**src/rtl/dsp_mac_pkg.sv**
```systemverilog
// Shared definitions for the DSP multiply-accumulate BEL: configuration
// bit positions and a helper that produces accumulator range bounds.
package dsp_mac_pkg;

    localparam int CFG_AREG        = 0;
    localparam int CFG_BREG        = 1;
    localparam int CFG_SIGNED      = 2;
    localparam int CFG_ACC_EN      = 3;
    localparam int CFG_CASC_EN     = 4;
    localparam int CFG_SAT         = 5;
    localparam int NUM_CONFIG_BITS = 6;

    // Width of the bound values; wide enough for any practical accumulator.
    localparam int BOUND_W = 64;

    typedef struct packed {
        logic [BOUND_W-1:0] min_v;
        logic [BOUND_W-1:0] max_v;
    } acc_bounds_t;

    // Smallest and largest representable values of a width-bit accumulator,
    // as two's complement numbers in BOUND_W bits.
    function automatic acc_bounds_t acc_bounds(input int width, input logic is_signed);
        acc_bounds_t        b;
        logic [BOUND_W-1:0] one;
        one = BOUND_W'(1);
        if (is_signed) begin
            b.max_v = (one << (width - 1)) - one;
            b.min_v = ~b.max_v;
        end else begin
            b.max_v = (one << width) - one;
            b.min_v = '0;
        end
        return b;
    endfunction

endpackage

```
**src/rtl/dsp_mac_addsat.sv**
```systemverilog
// Three-operand adder with range check and optional clamp to the nearest
// accumulator bound. Purely combinational.
module dsp_mac_addsat
    import dsp_mac_pkg::*;
#(
    parameter int ACC_WIDTH = 20
) (
    input  logic [ACC_WIDTH-1:0] op_a,
    input  logic [ACC_WIDTH-1:0] op_b,
    input  logic [ACC_WIDTH-1:0] op_c,
    input  logic                 is_signed,
    input  logic                 sat_en,
    output logic [ACC_WIDTH-1:0] result,
    output logic                 ovf
);

    // Two guard bits hold any sum of three ACC_WIDTH operands exactly.
    localparam int SW = ACC_WIDTH + 2;

    logic [SW-1:0]      ext_a;
    logic [SW-1:0]      ext_b;
    logic [SW-1:0]      ext_c;
    logic [SW-1:0]      sum_full;
    logic [BOUND_W-1:0] sum_wide;
    acc_bounds_t        bnd;
    logic               over_hi;
    logic               over_lo;

    assign ext_a    = {{2{is_signed & op_a[ACC_WIDTH-1]}}, op_a};
    assign ext_b    = {{2{is_signed & op_b[ACC_WIDTH-1]}}, op_b};
    assign ext_c    = {{2{is_signed & op_c[ACC_WIDTH-1]}}, op_c};
    assign sum_full = ext_a + ext_b + ext_c;

    // In unsigned mode the guard bits are magnitude, so zero-extend then.
    assign sum_wide = {{(BOUND_W-SW){is_signed & sum_full[SW-1]}}, sum_full};
    assign bnd      = acc_bounds(ACC_WIDTH, is_signed);

    // Range check, then either clamp or wrap to the low ACC_WIDTH bits.
    always_comb begin
        over_hi = 1'b0;
        over_lo = 1'b0;
        result  = sum_full[ACC_WIDTH-1:0];
        if (is_signed) begin
            over_hi = $signed(sum_wide) > $signed(bnd.max_v);
            over_lo = $signed(sum_wide) < $signed(bnd.min_v);
        end else begin
            over_hi = sum_wide > bnd.max_v;
        end
        if (sat_en && over_hi) begin
            result = bnd.max_v[ACC_WIDTH-1:0];
        end else if (sat_en && over_lo) begin
            result = bnd.min_v[ACC_WIDTH-1:0];
        end
        ovf = over_hi | over_lo;
    end

endmodule

```
**src/rtl/dsp_mac_bel.sv**
```systemverilog
// Configurable multiply-accumulate BEL with optional input registers,
// signed/unsigned arithmetic, accumulation, cascade input and saturation.
module dsp_mac_bel
    import dsp_mac_pkg::*;
#(
    parameter int A_WIDTH      = 8,
    parameter int B_WIDTH      = 8,
    parameter int ACC_WIDTH    = 20,
    parameter int NoConfigBits = 6
) (
    input  logic                    UserCLK,
    input  logic                    UserRST_n,
    input  logic [A_WIDTH-1:0]      A,
    input  logic [B_WIDTH-1:0]      B,
    input  logic                    CE,
    input  logic                    CLR,
    input  logic [ACC_WIDTH-1:0]    CASC_IN,
    output logic [ACC_WIDTH-1:0]    CASC_OUT,
    output logic [ACC_WIDTH-1:0]    Q,
    output logic                    OVF,
    input  logic [NoConfigBits-1:0] ConfigBits
);

    localparam int PW = A_WIDTH + B_WIDTH;

    if (ACC_WIDTH < PW) begin : g_bad_acc_width
        $error("dsp_mac_bel: ACC_WIDTH must be >= A_WIDTH + B_WIDTH");
    end
    if (NoConfigBits != NUM_CONFIG_BITS) begin : g_bad_cfg_bits
        $error("dsp_mac_bel: NoConfigBits must be 6");
    end
    if (ACC_WIDTH + 2 > BOUND_W) begin : g_bad_bound_width
        $error("dsp_mac_bel: ACC_WIDTH too large for bound arithmetic");
    end

    logic                 is_signed;
    logic [A_WIDTH-1:0]   a_reg;
    logic [B_WIDTH-1:0]   b_reg;
    logic [A_WIDTH-1:0]   a_op;
    logic [B_WIDTH-1:0]   b_op;
    logic [PW-1:0]        a_ext;
    logic [PW-1:0]        b_ext;
    logic [PW-1:0]        prod;
    logic [ACC_WIDTH-1:0] prod_ext;
    logic [ACC_WIDTH-1:0] acc_sel;
    logic [ACC_WIDTH-1:0] casc_sel;
    logic [ACC_WIDTH-1:0] q_reg;
    logic [ACC_WIDTH-1:0] q_next;
    logic                 ovf_reg;
    logic                 add_ovf;

    assign is_signed = ConfigBits[CFG_SIGNED];

    // Operand registers; they follow CE only, CLR touches the accumulator alone.
    always_ff @(posedge UserCLK) begin
        if (!UserRST_n) begin
            a_reg <= '0;
            b_reg <= '0;
        end else if (CE) begin
            a_reg <= A;
            b_reg <= B;
        end
    end

    // Each operand independently registered or bypassed; mixed settings skew them.
    assign a_op = ConfigBits[CFG_AREG] ? a_reg : A;
    assign b_op = ConfigBits[CFG_BREG] ? b_reg : B;

    // Extending both operands to the product width lets one multiplier serve
    // both modes: the low PW bits of the product are correct either way.
    assign a_ext = {{B_WIDTH{is_signed & a_op[A_WIDTH-1]}}, a_op};
    assign b_ext = {{A_WIDTH{is_signed & b_op[B_WIDTH-1]}}, b_op};
    assign prod  = a_ext * b_ext;

    assign prod_ext[PW-1:0] = prod;
    for (genvar gi = PW; gi < ACC_WIDTH; gi++) begin : g_prod_ext
        assign prod_ext[gi] = is_signed & prod[PW-1];
    end

    assign acc_sel  = ConfigBits[CFG_ACC_EN]  ? q_reg   : '0;
    assign casc_sel = ConfigBits[CFG_CASC_EN] ? CASC_IN : '0;

    dsp_mac_addsat #(
        .ACC_WIDTH (ACC_WIDTH)
    ) u_addsat (
        .op_a      (prod_ext),
        .op_b      (acc_sel),
        .op_c      (casc_sel),
        .is_signed (is_signed),
        .sat_en    (ConfigBits[CFG_SAT]),
        .result    (q_next),
        .ovf       (add_ovf)
    );

    // Accumulator and sticky overflow: reset, then CLR, then CE, else hold.
    always_ff @(posedge UserCLK) begin
        if (!UserRST_n) begin
            q_reg   <= '0;
            ovf_reg <= 1'b0;
        end else if (CLR) begin
            q_reg   <= '0;
            ovf_reg <= 1'b0;
        end else if (CE) begin
            q_reg   <= q_next;
            ovf_reg <= ovf_reg | add_ovf;
        end
    end

    assign Q        = q_reg;
    assign CASC_OUT = q_reg;
    assign OVF      = ovf_reg;

endmodule

```
**config.mk**
```make
export PLATFORM = sky130hd
export DESIGN_NAME = dsp_mac_bel
export DESIGN_NICKNAME = d
export VERILOG_FILES = /design/src/rtl/dsp_mac_pkg.sv /design/src/rtl/dsp_mac_addsat.sv /design/src/rtl/dsp_mac_bel.sv
export SDC_FILE = /design/constraint.sdc
export NUM_CORES = 1
export LEC_CHECK = 0
export CAP_MARGIN = 20
export CORE_ASPECT_RATIO = 0.6
export CORE_UTILIZATION = 53
export CTS_BUF_LIST = sky130_fd_sc_hd__clkbuf_4 sky130_fd_sc_hd__clkbuf_8
export CTS_CLUSTER_SIZE = 8
export DETAILED_ROUTE_END_ITERATION = 10
export GPL_TIMING_DRIVEN = 0
export PLACE_DENSITY = 0.86
export SYNTH_ARGS = -nofsm -noshare
export SYNTH_HDL_FRONTEND = slang
export SYNTH_HIERARCHICAL = 1
export SYNTH_SLANG_ARGS = --single-unit
```
**constraint.sdc**
```tcl
create_clock -name UserCLK -period 13.9 [get_ports UserCLK]
set_input_delay 4.17 -clock UserCLK [delete_from_list [all_inputs] [get_ports UserCLK]]
set_output_delay 4.17 -clock UserCLK [all_outputs]
set_load 0.1 [all_outputs]
```
Word-level counts from Yosys, hierarchy flattened
Cells that the tools add are included.
{"block": "word_totals", "output_inout_bits": 41, "reg_bits": 37, "elab_cells": 32, "in_bits": 46}
{"block": "op_classes", "n_addsub": 2, "n_reduce_logical": 3, "n_mux": 9, "order_cmp": 3, "bitwise": 10, "mul": 1}
{"op": "2-to-1 mux 128 bit", "count": 1}
{"op": "2-to-1 mux 20 bit", "count": 4}
{"op": "greater-than comparator 23 x 64 -> 1 bit", "count": 1}
{"op": "greater-than comparator 64 bit", "count": 1}
{"op": "less-than comparator 23 x 64 -> 1 bit", "count": 1}
{"op": "adder 21 x 21 -> 22 bit", "count": 1}
{"op": "adder 22 bit", "count": 1}
{"op": "multiplier 9 x 9 -> 16 bit", "count": 1}
{"op": "2-to-1 mux 8 bit", "count": 2}
{"op": "AND 1 bit", "count": 7}
{"op": "logical AND 1 bit", "count": 2}
{"op": "2-to-1 mux 1 bit", "count": 2}
{"op": "bitwise OR 1 bit", "count": 2}
{"op": "OR reduction 2 bit", "count": 1}
{"op": "inverter 1 bit", "count": 1}

Logic depth before layout (Yosys ltp)
{"block": "logic_depth", "ltp_word": 13, "mapped_depth": 40, "depth_no_buf": 38}

Hierarchy
The synthesis kept the hierarchy.
{"module": "dsp_mac_bel", "instances": 1, "area_per_inst_um2": 4762.1, "seq_area_each_um2": 740.7, "cells_per_inst": 529}
{"module": "dsp_mac_addsat", "instances": 1, "area_per_inst_um2": 2011.9, "seq_area_each_um2": 0.0, "cells_per_inst": 254}

Worst setup path before layout
No wires, ideal clock.
{"block": "synth_path", "path_type": "input -> register", "start": "in ConfigBits[1]", "end": "reg q_reg[10] (netlist: CASC_OUT[10])", "setup_ns": 0.128, "n_path_buf": 4, "slack_ns": 0.209, "t_arrival_ns": 13.563, "stages": 38, "t_required_ns": 13.772, "cell_sequence": "buf_6 -> buf_2 -> mux2i_1 -> nor2_1 -> fa_1 -> inv_1 -> fa_1 -> inv_1 -> fa_1 -> fa_1 -> inv_1 -> fa_1 -> inv_1 -> ha_1 -> nand2_1 -> o211ai_1 -> nand2b_1 -> a21oi_1 -> (+2 left out) -> fa_1 -> ha_1 -> clkbuf_1 -> nor2b_1 -> a221oi_1 -> o41ai_1 -> a311o_1 -> ha_1 -> nand4b_1 -> or3_1 -> or4_1 -> or4_1 -> o41a_1 -> o311ai_4 -> buf_6 -> o21ai_0 -> mux2i_1 -> nor2_1"}
{"block": "synth_via", "elab_chain_cells": 13, "elab_cells_between_ends": 17, "cone_classes": "add/sub: 2; mul: 1; order compare: 3; mux: 5; bitwise: 4; reduce/logical: 2"}
{"element": "from (decl)", "line": "dsp_mac_bel.sv:21", "source": "input logic [NoConfigBits-1:0] ConfigBits"}
{"element": "2-to-1 mux 8 bit (*)", "line": "dsp_mac_bel.sv:67", "source": "assign b_op = ConfigBits[CFG_BREG] ? b_reg : B;"}
{"element": "AND 1 bit", "line": "dsp_mac_bel.sv:72", "source": "assign b_ext = {{A_WIDTH{is_signed & b_op[B_WIDTH-1]}}, b_op};"}
{"element": "multiplier 9 x 9 -> 16 bit (*)", "line": "dsp_mac_bel.sv:73", "source": "assign prod = a_ext * b_ext;"}
{"element": "via prod[15]", "line": "dsp_mac_bel.sv:43", "source": "logic [PW-1:0] prod;"}
{"element": "AND 1 bit (*)", "line": "dsp_mac_bel.sv:77", "source": "assign prod_ext[gi] = is_signed & prod[PW-1];"}
{"element": "via prod_ext[16]", "line": "dsp_mac_bel.sv:44", "source": "logic [ACC_WIDTH-1:0] prod_ext;"}
{"element": "AND 1 bit", "line": "dsp_mac_addsat.sv:29", "source": "assign ext_a = {{2{is_signed & op_a[ACC_WIDTH-1]}}, op_a};"}
{"element": "adder 21 x 21 -> 22 bit (*)", "line": "dsp_mac_addsat.sv:32", "source": "assign sum_full = ext_a + ext_b + ext_c;"}
{"element": "adder 22 bit (*)", "line": "dsp_mac_addsat.sv:32"}
{"element": "AND 1 bit", "line": "dsp_mac_addsat.sv:35", "source": "assign sum_wide = {{(BOUND_W-SW){is_signed & sum_full[SW-1]}}, sum_full};"}
{"element": "less-than comparator 23 x 64 -> 1 bit", "line": "dsp_mac_addsat.sv:45", "source": "over_lo = $signed(sum_wide) < $signed(bnd.min_v);"}
{"element": "2-to-1 mux 1 bit", "line": "dsp_mac_addsat.sv:43", "source": "if (is_signed) begin"}
{"element": "logical AND 1 bit", "line": "dsp_mac_addsat.sv:51", "source": "end else if (sat_en && over_lo) begin"}
{"element": "2-to-1 mux 20 bit", "line": "dsp_mac_addsat.sv:51"}
{"element": "2-to-1 mux 20 bit (*)", "line": "dsp_mac_addsat.sv:49", "source": "if (sat_en && over_hi) begin"}
{"element": "via q_next[10]", "line": "dsp_mac_bel.sv:48", "source": "logic [ACC_WIDTH-1:0] q_next;"}
{"element": "to (signal assigned)", "line": "dsp_mac_bel.sv:104", "source": "q_reg <= q_next;"}
{"element": "to (decl)", "line": "dsp_mac_bel.sv:47", "source": "logic [ACC_WIDTH-1:0] q_reg;"}
The timed path passes the listed nets; every way through them passes the cells marked *.
A chain may end at the register's enable or synchronous reset.

Final worst setup path
{"block": "layout_path", "start": "in B[1]", "end": "reg q_reg[1] (netlist: CASC_OUT[1])"}
{"block": "layout_via", "elab_cells_between_ends": 16, "cone_classes": "add/sub: 2; mul: 1; order compare: 3; mux: 5; bitwise: 3; reduce/logical: 2"}
{"element": "from (decl)", "line": "dsp_mac_bel.sv:14", "source": "input logic [B_WIDTH-1:0] B,"}
{"element": "2-to-1 mux 8 bit (*)", "line": "dsp_mac_bel.sv:67"}
{"element": "multiplier 9 x 9 -> 16 bit (*)", "line": "dsp_mac_bel.sv:73"}
{"element": "via prod[13]", "line": "dsp_mac_bel.sv:43"}
{"element": "adder 21 x 21 -> 22 bit (*)", "line": "dsp_mac_addsat.sv:32"}
{"element": "adder 22 bit (*)", "line": "dsp_mac_addsat.sv:32"}
{"element": "AND 1 bit", "line": "dsp_mac_addsat.sv:35"}
{"element": "less-than comparator 23 x 64 -> 1 bit", "line": "dsp_mac_addsat.sv:45"}
{"element": "2-to-1 mux 1 bit", "line": "dsp_mac_addsat.sv:43"}
{"element": "logical AND 1 bit", "line": "dsp_mac_addsat.sv:51"}
{"element": "2-to-1 mux 20 bit", "line": "dsp_mac_addsat.sv:51"}
{"element": "2-to-1 mux 20 bit (*)", "line": "dsp_mac_addsat.sv:49"}
{"element": "via q_next[1]", "line": "dsp_mac_bel.sv:48"}
Marked as above.

==> results.toml <==
[floorplan]
die_w_um = 148.0
rows = 31
die_h_um = 89.57
num_io_pins = 87
core_area_sq_um = 12260
dieArea_sq_um = 13250
initial_core_util = 0.5527

[timing]
setup_tns_ps = 0
clock_skew_ps = 17.62
setup_violations = 0
post-route-period-util = 0.9909
hold_slack_ps = 539.9
layout_setup_ws_ps = 127.0
max_slew_margin = 0.3375
hold_viol = 0
period_minus_slack_ps = 13770
fmax_mhz = 72.61
drv_slew = 0
worst_pin_slew_ps = 990.6

[cts]
h-tree-depth = 2
cts_tree = "done"
holdBufCountCts = 0
clk_latency_ps = 320
cts_made_buffers = 5
clockBufferDepth = 2
cts_sinks = 37
root_buffer = "clkbuf_8"
clkTransAtPathRegs_ps = 90

[synth]
ys_seq_area_frac = 0.1093
syn_avg_cell_area_sq_um = 8.651
syn_inst = 783
ys.flop_type = "dfxtp_1"
async_flop_share = 0
syn-num-nets = 973
syn_area_sq_um = 6774
ys_types = 62
synth-seq-cells = 37
synth-edff-count = 0
yosys_warnings = 6

[place]
place.gp.congestion = 0.9547
dp_slack_ps = -1384
dp_hpwl_um = 14240
io_buffers = 81
dpl.cell_count = 1029

[critical_path]
required_ps = 14080
critPathArrivalTime_ps = 13950
rr_worst_depth = 35
critPathMaxFanout = 8
crit_end = "CASC_OUT[1]$_SDFFE_PP0P_"
reg2reg_from = "a_reg[7]$_SDFFE_PN0P_"
path_class = "input port to register"
cpMaxStageDelayCell = "fa_2"
start_kind = "input port"
crit_path_frequent_cell = "fa_1"
cp_slowest_stage_delay_ps = 570
critPathLaunch = "B[1]"
rr_endpoint = "CASC_OUT[1]$_SDFFE_PP0P_"
end_kind = "register"
reg2reg_setup_slack_ps = 4000

[layout]
final_net_count = 1085
largest_reg_flops = 20
synthToLayoutAreaGrowth_pct = 24.82
stdcell_count = 1060
seqCellArea_sq_um = 740.7
final_common_cell = "inv_1"
multiInputGateArea_sq_um = 5757
final_cell_mix = "99 x inv_1, 81 x fa_1, 73 x clkdlybuf4s50_1"
diodes = 0
fillers = 926
layout-drive-gt1-share = 0.1531

[detailed_routing]
vias_per_cell = 5.797
wl_per_cell_um = 17.87
drt_iter0_markers = 658
drc = 0
drt_wl_total_um = 18950
vias = 6145
dr.pass1.iters = 6
ant_nets = 0

[power_and_ir_drop]
leakage_nw = 3.993
power-per-cell-area_nw_per_um2 = 194.4
peakVddDrop_mv = 0.1424

[global_route]
grt_pass1_wl_um = 28890
grt_pass1_vias = 5833
grt_max_degree = 20
grt.total_usage = 0.2815
antenna_found_initial = 1
overflow = 0

[run]
max_cap_viol_count = 0

[hold_path]
worstHoldPathType = "register to register"

[run_status]
status = "complete, no violations"
[per-layer routing]
metal  GRT usage  vias up  routed length [um]
met3     0.06717       57                2336
met5           0        -                   0
met4     0.07873        0                 467
li1            -     2784                   -
met2      0.4211      397                7884
met1      0.4072     2907                8259
[critical path: cells and delay by family]
kind            cells  cell delay [ps]
mux                 2              310
xor+xnor            1              180
compound gates      7             1860
fa+ha+maj           9             3850
simple gates       10             2420
buf+inv             6             1160
[metrics by stage]
step / utilization / area [sq um] / power (mW)
floorplan: - / 6774 / 1.099
global placement: 0.6357 / 7791 / 1.339
detailed placement: 0.6357 / 7791 / 1.365
CTS: 0.6555 / 8034 / 1.501
global route: 0.6899 / 8456 / 1.758
finish: 0.6899 / 8456 / 1.643
[final cells by class]
cell class | instances | share of cell area
buffer | 39 | 0.03122
clock buffer | 6 | 0.009766
clock inverter | 1 | 0.0008878
inverter | 102 | 0.04558
multi-input combinational | 604 | 0.6808
sequential | 37 | 0.08760
tap | 165 | 0.02442
timing repair buffer | 106 | 0.1197
[cells in the mapped netlist, drive strengths merged (11+ instances only)]
cell    instances  area (sq um)
inv           102         382.9
fa             85          1702
nor2           69         259.0
nand2          66         247.7
ha             59         738.2
mux2i          52         536.8
and2           50         312.8
dfxtp          37         740.7
o21ai          36         195.2
a21oi          30         150.1
buf            29         214.0
nor2b          20         125.1
xnor2          19         166.4
mux2           16         191.4
clkbuf         11         41.29
[power breakdown]
group	switching, mW	leakage, nW	internal, mW	total [mW]
logic	0.867	3.65	0.547	1.41
registers	0.0202	0.304	0.122	0.143
clock network	0.0479	0.0433	0.0394	0.0873
[repair_timing]
| item | 4_1_cts | 5_1_grt |
|---|---|---|
| resized for setup | 31 | 66 |
| buffers inserted | 5 | 19 |
| pin swaps | 9 | 17 |
| gates cloned | 1 | 0 |
| setup endpoints to repair | 21 | 21 |
[worst min-delay path by stage]
stage,slack [ps],end,cells after the start,from
2_1_floorplan,480,b_reg[2]$_SDFFE_PN0P_,2,b_reg[2]$_SDFFE_PN0P_
3_5_place_dp,500,b_reg[2]$_SDFFE_PN0P_,2,b_reg[2]$_SDFFE_PN0P_
4_1_cts,520,b_reg[2]$_SDFFE_PN0P_,2,b_reg[2]$_SDFFE_PN0P_
6_report,540,b_reg[2]$_SDFFE_PN0P_,2,b_reg[2]$_SDFFE_PN0P_
5_1_grt,570,CASC_OUT[7]$_SDFFE_PP0P_,2,CASC_OUT[7]$_SDFFE_PP0P_
3_3_place_gp,490,b_reg[2]$_SDFFE_PN0P_,2,b_reg[2]$_SDFFE_PN0P_
[kinds of logic after synthesis]
kind of cell               count (synthesis)  share of synthesized area
AOI/OAI and AO/OA                        110                     0.1066
DFF                                       37                     0.1093
xor gates and xnor gates                  27                    0.03491
and+or+nand+nor                          255                     0.1873
muxes                                     68                     0.1075
buffers and inverters                    142                    0.09420
adders and majority gates                144                     0.3602
Power figures use the tool's default switching activity.
